$ cat src/rtl/_pipe_reg_pkg.sv
// rtl/_pipe_reg_pkg.sv - shared constants and elaboration helper for the pipeline register
package _pipe_reg_pkg;

    // Default data width of a pipeline word.
    localparam int BIT_WIDTH = 8;

    // Default number of register stages.
    localparam int DEFAULT_DEPTH = 2;

    // A pipeline needs at least one stage and at least one data bit.
    function automatic bit cfg_ok(input int width, input int depth);
        return (width >= 1) && (depth >= 1);
    endfunction

endpackage

$ cat src/rtl/_pipe_reg_if.sv
// rtl/_pipe_reg_if.sv - upstream/downstream valid-ready handshake bundle
interface _pipe_reg_if
    import _pipe_reg_pkg::*;
#(
    parameter int n = BIT_WIDTH
) ();

    logic         in_valid;
    logic         in_ready;
    logic [n-1:0] D;
    logic         out_valid;
    logic         out_ready;
    logic [n-1:0] Q;

    // Pipeline side: consumes the upstream word, produces the downstream word.
    modport slave (
        input  in_valid,
        input  D,
        input  out_ready,
        output in_ready,
        output out_valid,
        output Q
    );

    // Environment side: drives upstream data and downstream back-pressure.
    modport master (
        output in_valid,
        output D,
        output out_ready,
        input  in_ready,
        input  out_valid,
        input  Q
    );

endinterface

$ cat src/rtl/_pipe_stage.sv
// rtl/_pipe_stage.sv - single valid/data pipeline slot with load, flush and async reset
module _pipe_stage
    import _pipe_reg_pkg::*;
#(
    parameter int           n       = BIT_WIDTH,
    parameter logic [n-1:0] RST_VAL = {n{1'b0}}
) (
    input  logic         clk,
    input  logic         rst_n,
    input  logic         i_flush,
    input  logic         i_load,
    input  logic         i_valid,
    input  logic [n-1:0] i_data,
    output logic         o_valid,
    output logic [n-1:0] o_data
);

    logic         r_valid;
    logic [n-1:0] r_data;

    // Clear on reset/flush; when loading, take the incoming valid and keep old data behind a bubble.
    always_ff @(posedge clk or negedge rst_n) begin
        if (!rst_n) begin
            r_valid <= 1'b0;
            r_data  <= RST_VAL;
        end else if (i_flush) begin
            r_valid <= 1'b0;
            r_data  <= RST_VAL;
        end else if (i_load) begin
            r_valid <= i_valid;
            if (i_valid) begin
                r_data <= i_data;
            end
        end
    end

    assign o_valid = r_valid;
    assign o_data  = r_data;

endmodule

$ cat src/rtl/_pipe_reg.sv
// rtl/_pipe_reg.sv - DEPTH-stage valid/ready pipeline register with bubble collapse and flush
module _pipe_reg
    import _pipe_reg_pkg::*;
#(
    parameter int           n       = BIT_WIDTH,
    parameter int           DEPTH   = DEFAULT_DEPTH,
    parameter logic [n-1:0] RST_VAL = {n{1'b0}}
) (
    input  logic        clk,
    input  logic        rst_n,
    input  logic        flush,
    _pipe_reg_if.slave  bus
);

    if (!cfg_ok(n, DEPTH)) begin : g_cfg_err
        $error("_pipe_reg: n and DEPTH must both be at least 1");
    end

    logic [DEPTH:0]   w_ready;
    logic [DEPTH-1:0] w_valid;
    logic [n-1:0]     w_data     [DEPTH];
    logic [DEPTH-1:0] w_src_valid;
    logic [n-1:0]     w_src_data [DEPTH];

    // Ready ripples back from the sink: a stage may load if it is empty or its successor can load.
    // Flush is deliberately kept out of this path.
    always_comb begin
        w_ready        = '0;
        w_ready[DEPTH] = bus.out_ready;
        for (int i = DEPTH - 1; i >= 0; i--) begin
            w_ready[i] = ~w_valid[i] | w_ready[i + 1];
        end
    end

    for (genvar i = 0; i < DEPTH; i++) begin : g_stage
        if (i == 0) begin : g_src_in
            assign w_src_valid[i] = bus.in_valid;
            assign w_src_data[i]  = bus.D;
        end else begin : g_src_prev
            assign w_src_valid[i] = w_valid[i - 1];
            assign w_src_data[i]  = w_data[i - 1];
        end

        _pipe_stage #(
            .n       (n),
            .RST_VAL (RST_VAL)
        ) u_stage (
            .clk     (clk),
            .rst_n   (rst_n),
            .i_flush (flush),
            .i_load  (w_ready[i]),
            .i_valid (w_src_valid[i]),
            .i_data  (w_src_data[i]),
            .o_valid (w_valid[i]),
            .o_data  (w_data[i])
        );
    end

    // Outputs come straight from the last stage's registers.
    assign bus.in_ready  = w_ready[0];
    assign bus.out_valid = w_valid[DEPTH - 1];
    assign bus.Q         = w_data[DEPTH - 1];

endmodule

$ cat src/flat_wrapper.sv
// flat-port wrapper written by rule: the top's interface ports become plain ports
module _pipe_reg_flat import _pipe_reg_pkg::*;
#(
    parameter int           n       = BIT_WIDTH,
    parameter int           DEPTH   = DEFAULT_DEPTH,
    parameter logic [n-1:0] RST_VAL = {n{1'b0}}
)
  (clk, rst_n, flush, bus_in_valid, bus_D, bus_out_ready, bus_in_ready, bus_out_valid, bus_Q);
  _pipe_reg_if #(.n(n)) bus_i ();
  input  logic clk;
  input  logic rst_n;
  input  logic flush;
  input wire logic [$bits(bus_i.in_valid)-1:0] bus_in_valid;
  input wire logic [$bits(bus_i.D)-1:0] bus_D;
  input wire logic [$bits(bus_i.out_ready)-1:0] bus_out_ready;
  output wire logic [$bits(bus_i.in_ready)-1:0] bus_in_ready;
  output wire logic [$bits(bus_i.out_valid)-1:0] bus_out_valid;
  output wire logic [$bits(bus_i.Q)-1:0] bus_Q;
  assign bus_i.in_valid = bus_in_valid;
  assign bus_i.D = bus_D;
  assign bus_i.out_ready = bus_out_ready;
  assign bus_in_ready = bus_i.in_ready;
  assign bus_out_valid = bus_i.out_valid;
  assign bus_Q = bus_i.Q;
  _pipe_reg #(.n(n), .DEPTH(DEPTH), .RST_VAL(RST_VAL)) u_core (.clk(clk), .rst_n(rst_n), .flush(flush), .bus(bus_i));
endmodule
$ cat config.mk
export PLATFORM = sky130hd
export DESIGN_NAME = _pipe_reg_flat
export DESIGN_NICKNAME = d
export VERILOG_FILES = /design/src/rtl/_pipe_reg_pkg.sv /design/src/rtl/_pipe_reg_if.sv /design/src/rtl/_pipe_stage.sv /design/src/rtl/_pipe_reg.sv /design/src/flat_wrapper.sv
export SDC_FILE = /design/constraint.sdc
export NUM_CORES = 1
export LEC_CHECK = 0
export CORE_MARGIN = 1.5
export CORE_UTILIZATION = 40
export DETAILED_ROUTE_END_ITERATION = 7
export PLACE_DENSITY = 0.73
export SETUP_SLACK_MARGIN = 0.1
export SYNTH_ARGS = -nofsm -noshare
export SYNTH_HDL_FRONTEND = slang
export SYNTH_SLANG_ARGS = --single-unit
$ cat constraint.sdc
create_clock -name clk -period 1.07 [get_ports clk]
set_input_delay 0.321 -clock clk [delete_from_list [all_inputs] [get_ports clk]]
set_output_delay 0.321 -clock clk [all_outputs]
set_load 0.02 [all_outputs]
==> out/results.txt, run 1 <==
H-tree depth - 1
Fin cells - 126
Area growth syn-to-layout - 61.3%
Detailed Route WL - 1.68 mm
Sequential power share - 55.9%
Violated checks - setup timing
Gpl congestion - 0.706
Crit-path leading delay family - flip-flops
Clock sinks - 18
CP Data Required Time - 750 ps
Synth warn - 0
Placed cells - 114
Io pins - 23
Critical path's largest stage delay - 450 ps
Max Slew Vio Count - 0
CP max FO - 3
R2r setup slk - -180 ps
Core area - 1750 um^2
Avg Cell Area, Syn - 12.0 um^2
Worst reg2reg path endpoint - u_core.g_stage[0].u_stage.o_data[1]
CTS buffer count - 3
Post-Syn Nets - 75
Antenna violations before repair - 0
Most frequent cells in the layout - dfrtp_1 (17), buf_6 (15), clkdlybuf4s50_1 (11)
Max Cap Viol - 0
CP arrival - 950 ps
Combinational fraction of design power - 18.0%
Clock Skew - 6.46 ps
Fill cells - 137
Synth Register Bits - 18
Nets - 115
WP depth - 2
Worst setup EP type - primary output
DRT iter0 DRCs - 13
Row cnt - 15
Synth Instances - 62
CTS max path bufs - 2
Multi-input combinational cell area - 309 um^2
Proportion of power drawn by the clock network - 26.1%
Sequential area share after synthesis - 60.3%
Worst-path clk slew - 100 ps
Psw - 0.323 mW
Die ar. - 2140 um^2
CP endpoint - bus_in_ready
Clock tree from TritonCTS - yes
Reg-to-reg startpoint - u_core.g_stage[1].u_stage.o_valid
Hold WS - 354 ps
Share of cells above drive strength 1 - 47.5%
Tightest Pin Transition - 336 ps
Final Cycle Share - 119%
Final Worst Setup Slack - -203 ps
Status - finished with violations
Via count - 653
Total grt overflow - 0
FF/Latch Area - 452 um^2
GRT Resource Usage Total - 19.8%
Commonest non-fill, non-tap cell in the layout - dfrtp_1
Root buffer cell - clkbuf_4
Sw Share - 24.6%
DR DRC count - 0
Die Wd - 46.2 um
RSZ-0062 raised after global routing - true
First-pass GRT wire length - 2.86 mm
Slowest cell on crit path - dfrtp_2
Post-DR vias/cell - 5.18
Cell variety after synth - 13
Antenna fix cells - 0
Routed wire per std cell - 13.3 um
Final setup vio count - 26
Startpoint type of the worst setup path - register
Min Tclk post-route - 1270 ps
Worst setup path class - reg -> out
Drt pass-1 iters - 4
Worst min path class - in -> async
Post-Syn Area - 747 um^2
Port Buffers - 22
Hpwl dp - 1.11 mm
Largest net degree at the start of global routing - 19
Vias in the first global route - 626
Slew HR - 77.6%
Pwr/cell area - 1090 nW/um^2
Remaining antenna violation count - 0
Critical-path cell list - nand3b_4 -> buf_6
Setup crit start - u_core.g_stage[1].u_stage.o_valid
Pleak - 0.549 nW
CP Buf/Inv Count - 1
Initial core utilization - 42.8%
Die Y - 46.2 um
Maximum vdd drop - 742 uV
Insertion delay to the later sink of the worst-skew pair - 290 ps
Internal Power - 0.988 mW
Final hold violations - 0
Peak Freq - 0.785 GHz
Fin Setup TNS - -3190 ps
Cells on worst reg2reg path - 4
## synth_stat cells, drive strengths merged
library cell	instances	area share, %
a21oi	11	7.9
a22o	8	11
buf	1	1.5
clkbuf	2	1.0
dfrtp	18	60
inv	2	1.0
nand2b	1	0.84
nand3	8	5.4
nand3b	1	2.7
nor2b	1	0.84
nor3b	1	2.5
o21ai	8	5.4
## power by group through the flow
stage / Sequential (mW) / Combinational, mW / Clock, mW
6_report: 0.732 / 0.236 / 0.343
5_1_grt: 0.736 / 0.255 / 0.379
4_1_cts: 0.731 / 0.228 / 0.352
3_5_place_dp: 0.742 / 0.194 / 0
3_3_place_gp: 0.741 / 0.189 / 0
2_1_floorplan: 0.747 / 0.0708 / 0
## worst register-to-register path, cell delays in order (launching register included)
cell      delay, ps
dfrtp_2         450
nand3b_4         90
buf_6           110
nor3b_4         330
a22o_2          220
## worst min-delay path by stage
stage / slack, ps / cells after the start / startpoint / endpoint
global route: 360 / 2 / rst_n / u_core.g_stage[0].u_stage.o_data[5]
floorplan: 30 / 0 / rst_n / u_core.g_stage[0].u_stage.o_data[0]
global placement: 500 / 1 / u_core.g_stage[0].u_stage.o_data[4] / u_core.g_stage[0].u_stage.o_data[4]
CTS: 350 / 2 / rst_n / u_core.g_stage[1].u_stage.o_data[3]
finish: 350 / 2 / rst_n / u_core.g_stage[1].u_stage.o_data[3]
detailed placement: 490 / 1 / u_core.g_stage[0].u_stage.o_data[0] / u_core.g_stage[0].u_stage.o_data[0]
## logic make-up after synthesis
| logic type | after synthesis | share of synthesized area (%) |
|---|---|---|
| AO/OA/AOI/OAI | 27 | 24.0 |
| flip-flops | 18 | 60.3 |
| AND/OR/NAND/NOR | 12 | 12.2 |
| buffers and inverters | 5 | 3.52 |
## flip-flops by register name (all words and copies together) (netlist names)
name                            flops
u_core.g_stage.u_stage.o_data      16
u_core.g_stage.u_stage.o_valid      2
## per-layer routing
| layer | track usage (%) | vias to the layer above | share of wire, % | routed length [um] |
|---|---|---|---|---|
| met1 | 24.3 | 317 | 43 | 726 |
| met5 | 0 | - | 0 | 0 |
| met4 | 15.4 | 0 | 2.1 | 36 |
| li1 | - | 310 | - | - |
| met3 | 2.75 | 4 | 4.2 | 70 |
| met2 | 30.8 | 22 | 50 | 844 |
## metrics by stage
step                      util [%]  power [mW]  worst slack [ps]  instance area (um^2)
final                         69.0        1.31              -203                  1200
after CTS                     67.5        1.31              -223                  1180
after global routing          69.0        1.37              -255                  1200
after floorplan                  -       0.818             -90.1                   752
after global placement        60.5       0.930              -776                  1060
after detailed placement      60.5       0.936              -783                  1060
## what timing repair did
| item | 4_1_cts | 5_1_grt |
|---|---|---|
| pin swaps | 9 | 6 |
| gates cloned | 2 | 0 |
| gates resized for setup | 80 | 3 |
| endpoints found under the setup margin | 27 | 28 |
| setup buffers | 4 | 2 |
| hold buffers | 0 | 0 |
## layout make-up
cell class,count,share of cell area (%)
Multi-Input combinational cell,40,25.6
Sequential cell,18,37.5
Inverter,2,0.935
Clock buffer,4,2.18
Timing Repair Buffer,36,30.5
Tap cell,25,2.60
Timing Repair inverter,1,0.623
Note: power is estimated with default switching activity, not from simulation.
==> run 2: changes to the inputs <==
--- a/config.mk
+++ b/config.mk
@@ -8,6 +8,7 @@
 export CORE_MARGIN = 1.5
 export CORE_UTILIZATION = 40
 export DETAILED_ROUTE_END_ITERATION = 7
+export GPL_ROUTABILITY_DRIVEN = 0
 export PLACE_DENSITY = 0.73
 export SETUP_SLACK_MARGIN = 0.1
 export SYNTH_ARGS = -nofsm -noshare
==> results of run 2 <==
The final DEF is identical to that of run 1; final timing and power are the same.
==> run 3: changes to the inputs <==
--- a/config.mk
+++ b/config.mk
@@ -9,6 +9,7 @@
 export CORE_UTILIZATION = 40
 export DETAILED_ROUTE_END_ITERATION = 7
 export GPL_ROUTABILITY_DRIVEN = 0
+export GPL_TIMING_DRIVEN = 0
 export PLACE_DENSITY = 0.73
 export SETUP_SLACK_MARGIN = 0.1
 export SYNTH_ARGS = -nofsm -noshare
==> out/results.txt, run 3 (synthesis gave the netlist of run 1 again) <==
Status - finished with violations
Violated checks - setup timing
Fin Setup TNS - -2850 ps
Hold WS - 221 ps
Antenna violations before repair - 0
Final Worst Setup Slack - -251 ps
CTS max path bufs - 2
Most frequent cells in the layout - dfrtp_1 (17), buf_6 (15), a21oi_1 (9), clkdlybuf4s50_1 (9), a22o_2 (8)
Cell area after layout - 1200 um^2
Post-DP Area - 1000 um^2
Post-DR vias/cell - 4.98
Pleak - 0.533 nW
GRT Max-Usage Layer - met2
Clock sinks - 18
Initial core utilization - 42.8%
Pwr/cell area - 1140 nW/um^2
Pre-CTS WS - -841 ps
Nets - 110
Final setup vio count - 27
Power, Total - 1.36 mW
R2r setup slk - -150 ps
Root buffer cell - clkbuf_4
Commonest non-fill, non-tap cell in the layout - dfrtp_1
Placed cells - 109
Via count - 603
Worst setup EP type - primary output
Share of cells above drive strength 1 - 55.2%
CTS buffer count - 3
Fin cells - 121
Min Tclk post-route - 1320 ps
Final core occ - 68.7%
Max Cap Viol - 0
Met1 Use GR - 20.5%
First-pass GRT wire length - 2.46 mm
Vias in the first global route - 558
Maximum vdd drop - 793 uV
H-tree depth - 1
Slew HR - 47.3%
Met3 GRT Util - 3.14%
Worst min path class - in -> async
Die Y - 46.2 um
CP Data Required Time - 750 ps
Row cnt - 15
Max Slew Vio Count - 0
Io pins - 23
GRT Resource Usage Total - 16.5%
Worst-path clk slew - 100 ps
Total grt overflow - 0
CP max FO - 4
Final hold violations - 0
Startpoint type of the worst setup path - register
Drt pass-1 iters - 3
Area growth syn-to-layout - 60.6%
Core area - 1750 um^2
Die Wd - 46.2 um
Antenna fix cells - 0
DRT iter0 DRCs - 8
Detailed Route WL - 1.64 mm
Tightest Pin Transition - 791 ps
Max FFs per register - 16
RSZ-0062 raised after global routing - true
Routed wire per std cell - 13.6 um
Clock tree from TritonCTS - yes
Port Buffers - 22
Worst setup path class - reg -> out
Insertion delay to the later sink of the worst-skew pair - 280 ps
Remaining antenna violation count - 0
Peak Freq - 0.757 GHz
Final Cycle Share - 123%
CP arrival - 1000 ps
Largest net degree at the start of global routing - 19
GR Layer Usage met2 - 27.2%
CTS Hold Bufs - 0
Clock Skew - 4.39 ps
DR DRC count - 0
Die ar. - 2140 um^2
## run 3: path summary, 6_finish.rpt
kind | cells past startpoint | end | from
worst max-delay path | 3 | bus_in_ready | u_core.g_stage[0].u_stage.o_valid
worst min-delay path | 1 | u_core.g_stage[1].u_stage.o_data[3] | rst_n
worst max register to register | 4 | u_core.g_stage[0].u_stage.o_data[1] | u_core.g_stage[0].u_stage.o_valid
worst min register to register | 1 | u_core.g_stage[0].u_stage.o_data[3] | u_core.g_stage[0].u_stage.o_data[3]
max in group asynchronous | 1 | u_core.g_stage[1].u_stage.o_valid | rst_n
min in group clk | 1 | u_core.g_stage[0].u_stage.o_data[3] | u_core.g_stage[0].u_stage.o_data[3]
## run 3: layout make-up
cell class	count	area [um^2]
inverter	2	11.3
tap	25	31.3
timing repair inverter	1	7.51
fill	121	546
buffer	3	36.3
sequential	18	452
timing repair buffer	29	293
clock buffer	4	36.3
multi-input combinational	39	333
## run 3: what timing repair did
action                                  CTS  global route
pin swaps                                 7            15
cloned                                    1             0
resized for setup                        83            17
endpoints found under the setup margin   46            27
setup buffers                             5             3
## run 3: critical path, stage by stage, from the launching register on
cell and delay (ps):
dfrtp_1 390, buf_6 120, nand3b_4 90, buf_6 120
## run 3: routing by layer
metal,routed length (um),up-vias
met5,0,-
met4,26,0
met3,67,4
met2,791,16
met1,754,281
li1,-,302
## run 3: report_power, final
part | internal (mW) | switching [mW] | leakage, nW
Combinational | 0.120 | 0.105 | 0.269
Sequential | 0.709 | 0.0245 | 0.242
Clock | 0.207 | 0.199 | 0.0210
Total | 1.04 | 0.328 | 0.533
==> RTL edit (config.mk and constraints of run 3) <==
`DEFAULT_DEPTH`: 2 -> 4.
--- a/src/rtl/_pipe_reg_pkg.sv
+++ b/src/rtl/_pipe_reg_pkg.sv
@@ -7,3 +7,3 @@
     // Default number of register stages.
-    localparam int DEFAULT_DEPTH = 2;
+    localparam int DEFAULT_DEPTH = 4;
 
Formal check against the unedited RTL: not equivalent (a bounded check fails within 4 cycles, from zero or initial values and one cycle with rst_n low).
==> RTL edit against run 3 <==
Sequential cell count grew 18; setup slack worse by 360 ps; global-route usage up 1.2 points; design area up 100%; total power grew 110%; core utilization fell by 9.9 points; area after synthesis up 130%; final cell count grew 110%; the flow still finishes with violations (negative setup slack); routed wire length rose to 2.6 times the old value; clock skew rose by 1.4 ps; highest routed layer unchanged.
==> RTL edit: results (changes against run 3) <==
metric,value,unit,change
status,finished with violations,,
violated checks,negative setup slack,,
DP Cell Count,235,,+120%
latest clock arrival within the worst-skew pair,290,ps,
post-placement cell area,2030,µm²,+100%
WL met3,235,µm,+250%
via count,1448,,+140%
Max stage delay on crit path,390,ps,about the same
DR pass1 iterations,4,,+1
First DRT Iteration DRCs,139,,+131
DRT met1 WL,1770,µm,+130%
r2r setup slk,-550,ps,-400 ps
crit path to,bus_in_ready,,
M1 GR Usage,22.3,%,+1.8 points
cts bufs inserted,5,,+2
final net count,217,,+97%
Critical Path Source,u_core.g_stage[1].u_stage.o_valid,,
Async SR Flop Fraction,100,%,unchanged
met2 Usage GRT,29.1,%,+1.8 points
synth top area cells,"dfrtp_1 51%, nand2b_1 6.1%, mux2i_1 4.6%",,
CP max FO,2,,-2
share of the synthesized area in the top cell type,51.5,%,-8.8 points
Worst-Margin Slew,794,ps,+3.13 ps
maximum VDD drop,0.000901,V,+14%
"Seq/Total Area, Yosys",51.5,%,-8.8 points
H-tree Lvls,2,,+1
syn nets,178,,+140%
max reg flops,32,,+16
fillers,351,,+190%
setup TNS,-11200,ps,-8350 ps
clock skew,5.81,ps,+1.42 ps
root buf cell,clkbuf_8,,
mean area per synthesized cell,10.6,µm²,-12%
Yosys cell types,25,,+12
met2 WL post-DR,2170,µm,+170%
YS warnings,0,,unchanged
port bufs,20,,-9.1%
largest net degree at the start of global routing,37,,+18
Total GRT Usage,17.7,%,+1.2 points
Critical Path AT,1360,ps,+360 ps
Worst R2R End,u_core.g_stage[0].u_stage.o_data[0],,
DRT Wirelength,4190,µm,+160%
Min-Delay Path Class,in2async,,
global routing usage on met3,5.56,%,+2.4 points
Post-synth EDFFs,0,,unchanged
first-pass GRT wire length,6740,µm,+170%
final setup violation count,46,,+70%
Pleak,0.00101,µW,+89%
Reg2Reg Depth,5,,+1
Post-Layout Cell Count,255,,+110%
pre-CTS setup slack,-1340,ps,-496 ps
Final Worst Setup Slack,-607,ps,-356 ps
layout cell share with drive strength beyond 1,33.7,%,-22 points
highest metal used,met4,,
synth cell count leaders,"36 x dfrtp_1, 17 x nand2b_1, 12 x a21oi_1",,
Clock transition at path regs,70,ps,-30 ps
RTL edit: cell types whose count changed after synthesis, moves of 4 or more:
cell / delta
dfrtp_1: +18
nand2b_1: +16
a22o_1: +8
a22o_2: -8
mux2i_1: +8
nand3b_1: +8
clkbuf_1: +7
nand2_1: +7
nand4b_1: +7
o211ai_1: +7
o32a_1: +6
nor2_1: +5
buf_2: +4
RTL edit: cells by family (layout without fill, tap and decap cells):
logic type,count (synthesis),after routing,synth area share (%)
compound gates,43,43,16.9
buf+inv,18,58,5.00
flops,36,36,51.5
mux,8,8,4.57
simple gates,60,60,22.0
RTL edit: worst min path at each step:
stage,endpoint,slack (ps),cells after the start
after floorplan,u_core.g_stage[0].u_stage.o_data[0],30,0
after global placement,u_core.g_stage[2].u_stage.o_data[4],480,1
after detailed placement,u_core.g_stage[3].u_stage.o_data[7],450,1
after CTS,u_core.g_stage[1].u_stage.o_data[7],140,1
after global routing,u_core.g_stage[2].u_stage.o_data[5],170,1
final,u_core.g_stage[2].u_stage.o_data[5],110,1
RTL edit: final cells by class:
cell class	instances	area, µm²	share of cell area, %
Buffer	16	115	4.75
Clock buffer	8	100	4.13
Tap cell	50	62.6	2.58
Inverter	2	10.0	0.413
Multi-Input combinational cell	111	908	37.5
Sequential cell	36	902	37.3
Timing Repair Buffer	32	323	13.3
RTL edit: power breakdown:
group	internal (µW)	switching, µW
Sequential	1410	27.6
Clock	587	467
Combinational	145	177
Total	2140	672
RTL edit: repair_timing:
item	4_1_cts	5_1_grt
hold buffers	0	0
gates cloned	1	0
endpoints found under the setup margin	45	45
pin swaps	10	13
setup buffers	3	8
resized for setup	81	35
RTL edit: worst register-to-register path, delay by kind of cell (launching register included):
family	cells	cell delay, ps
buffers and inverters	2	300
flip-flops	1	390
AND/OR/NAND/NOR	3	800
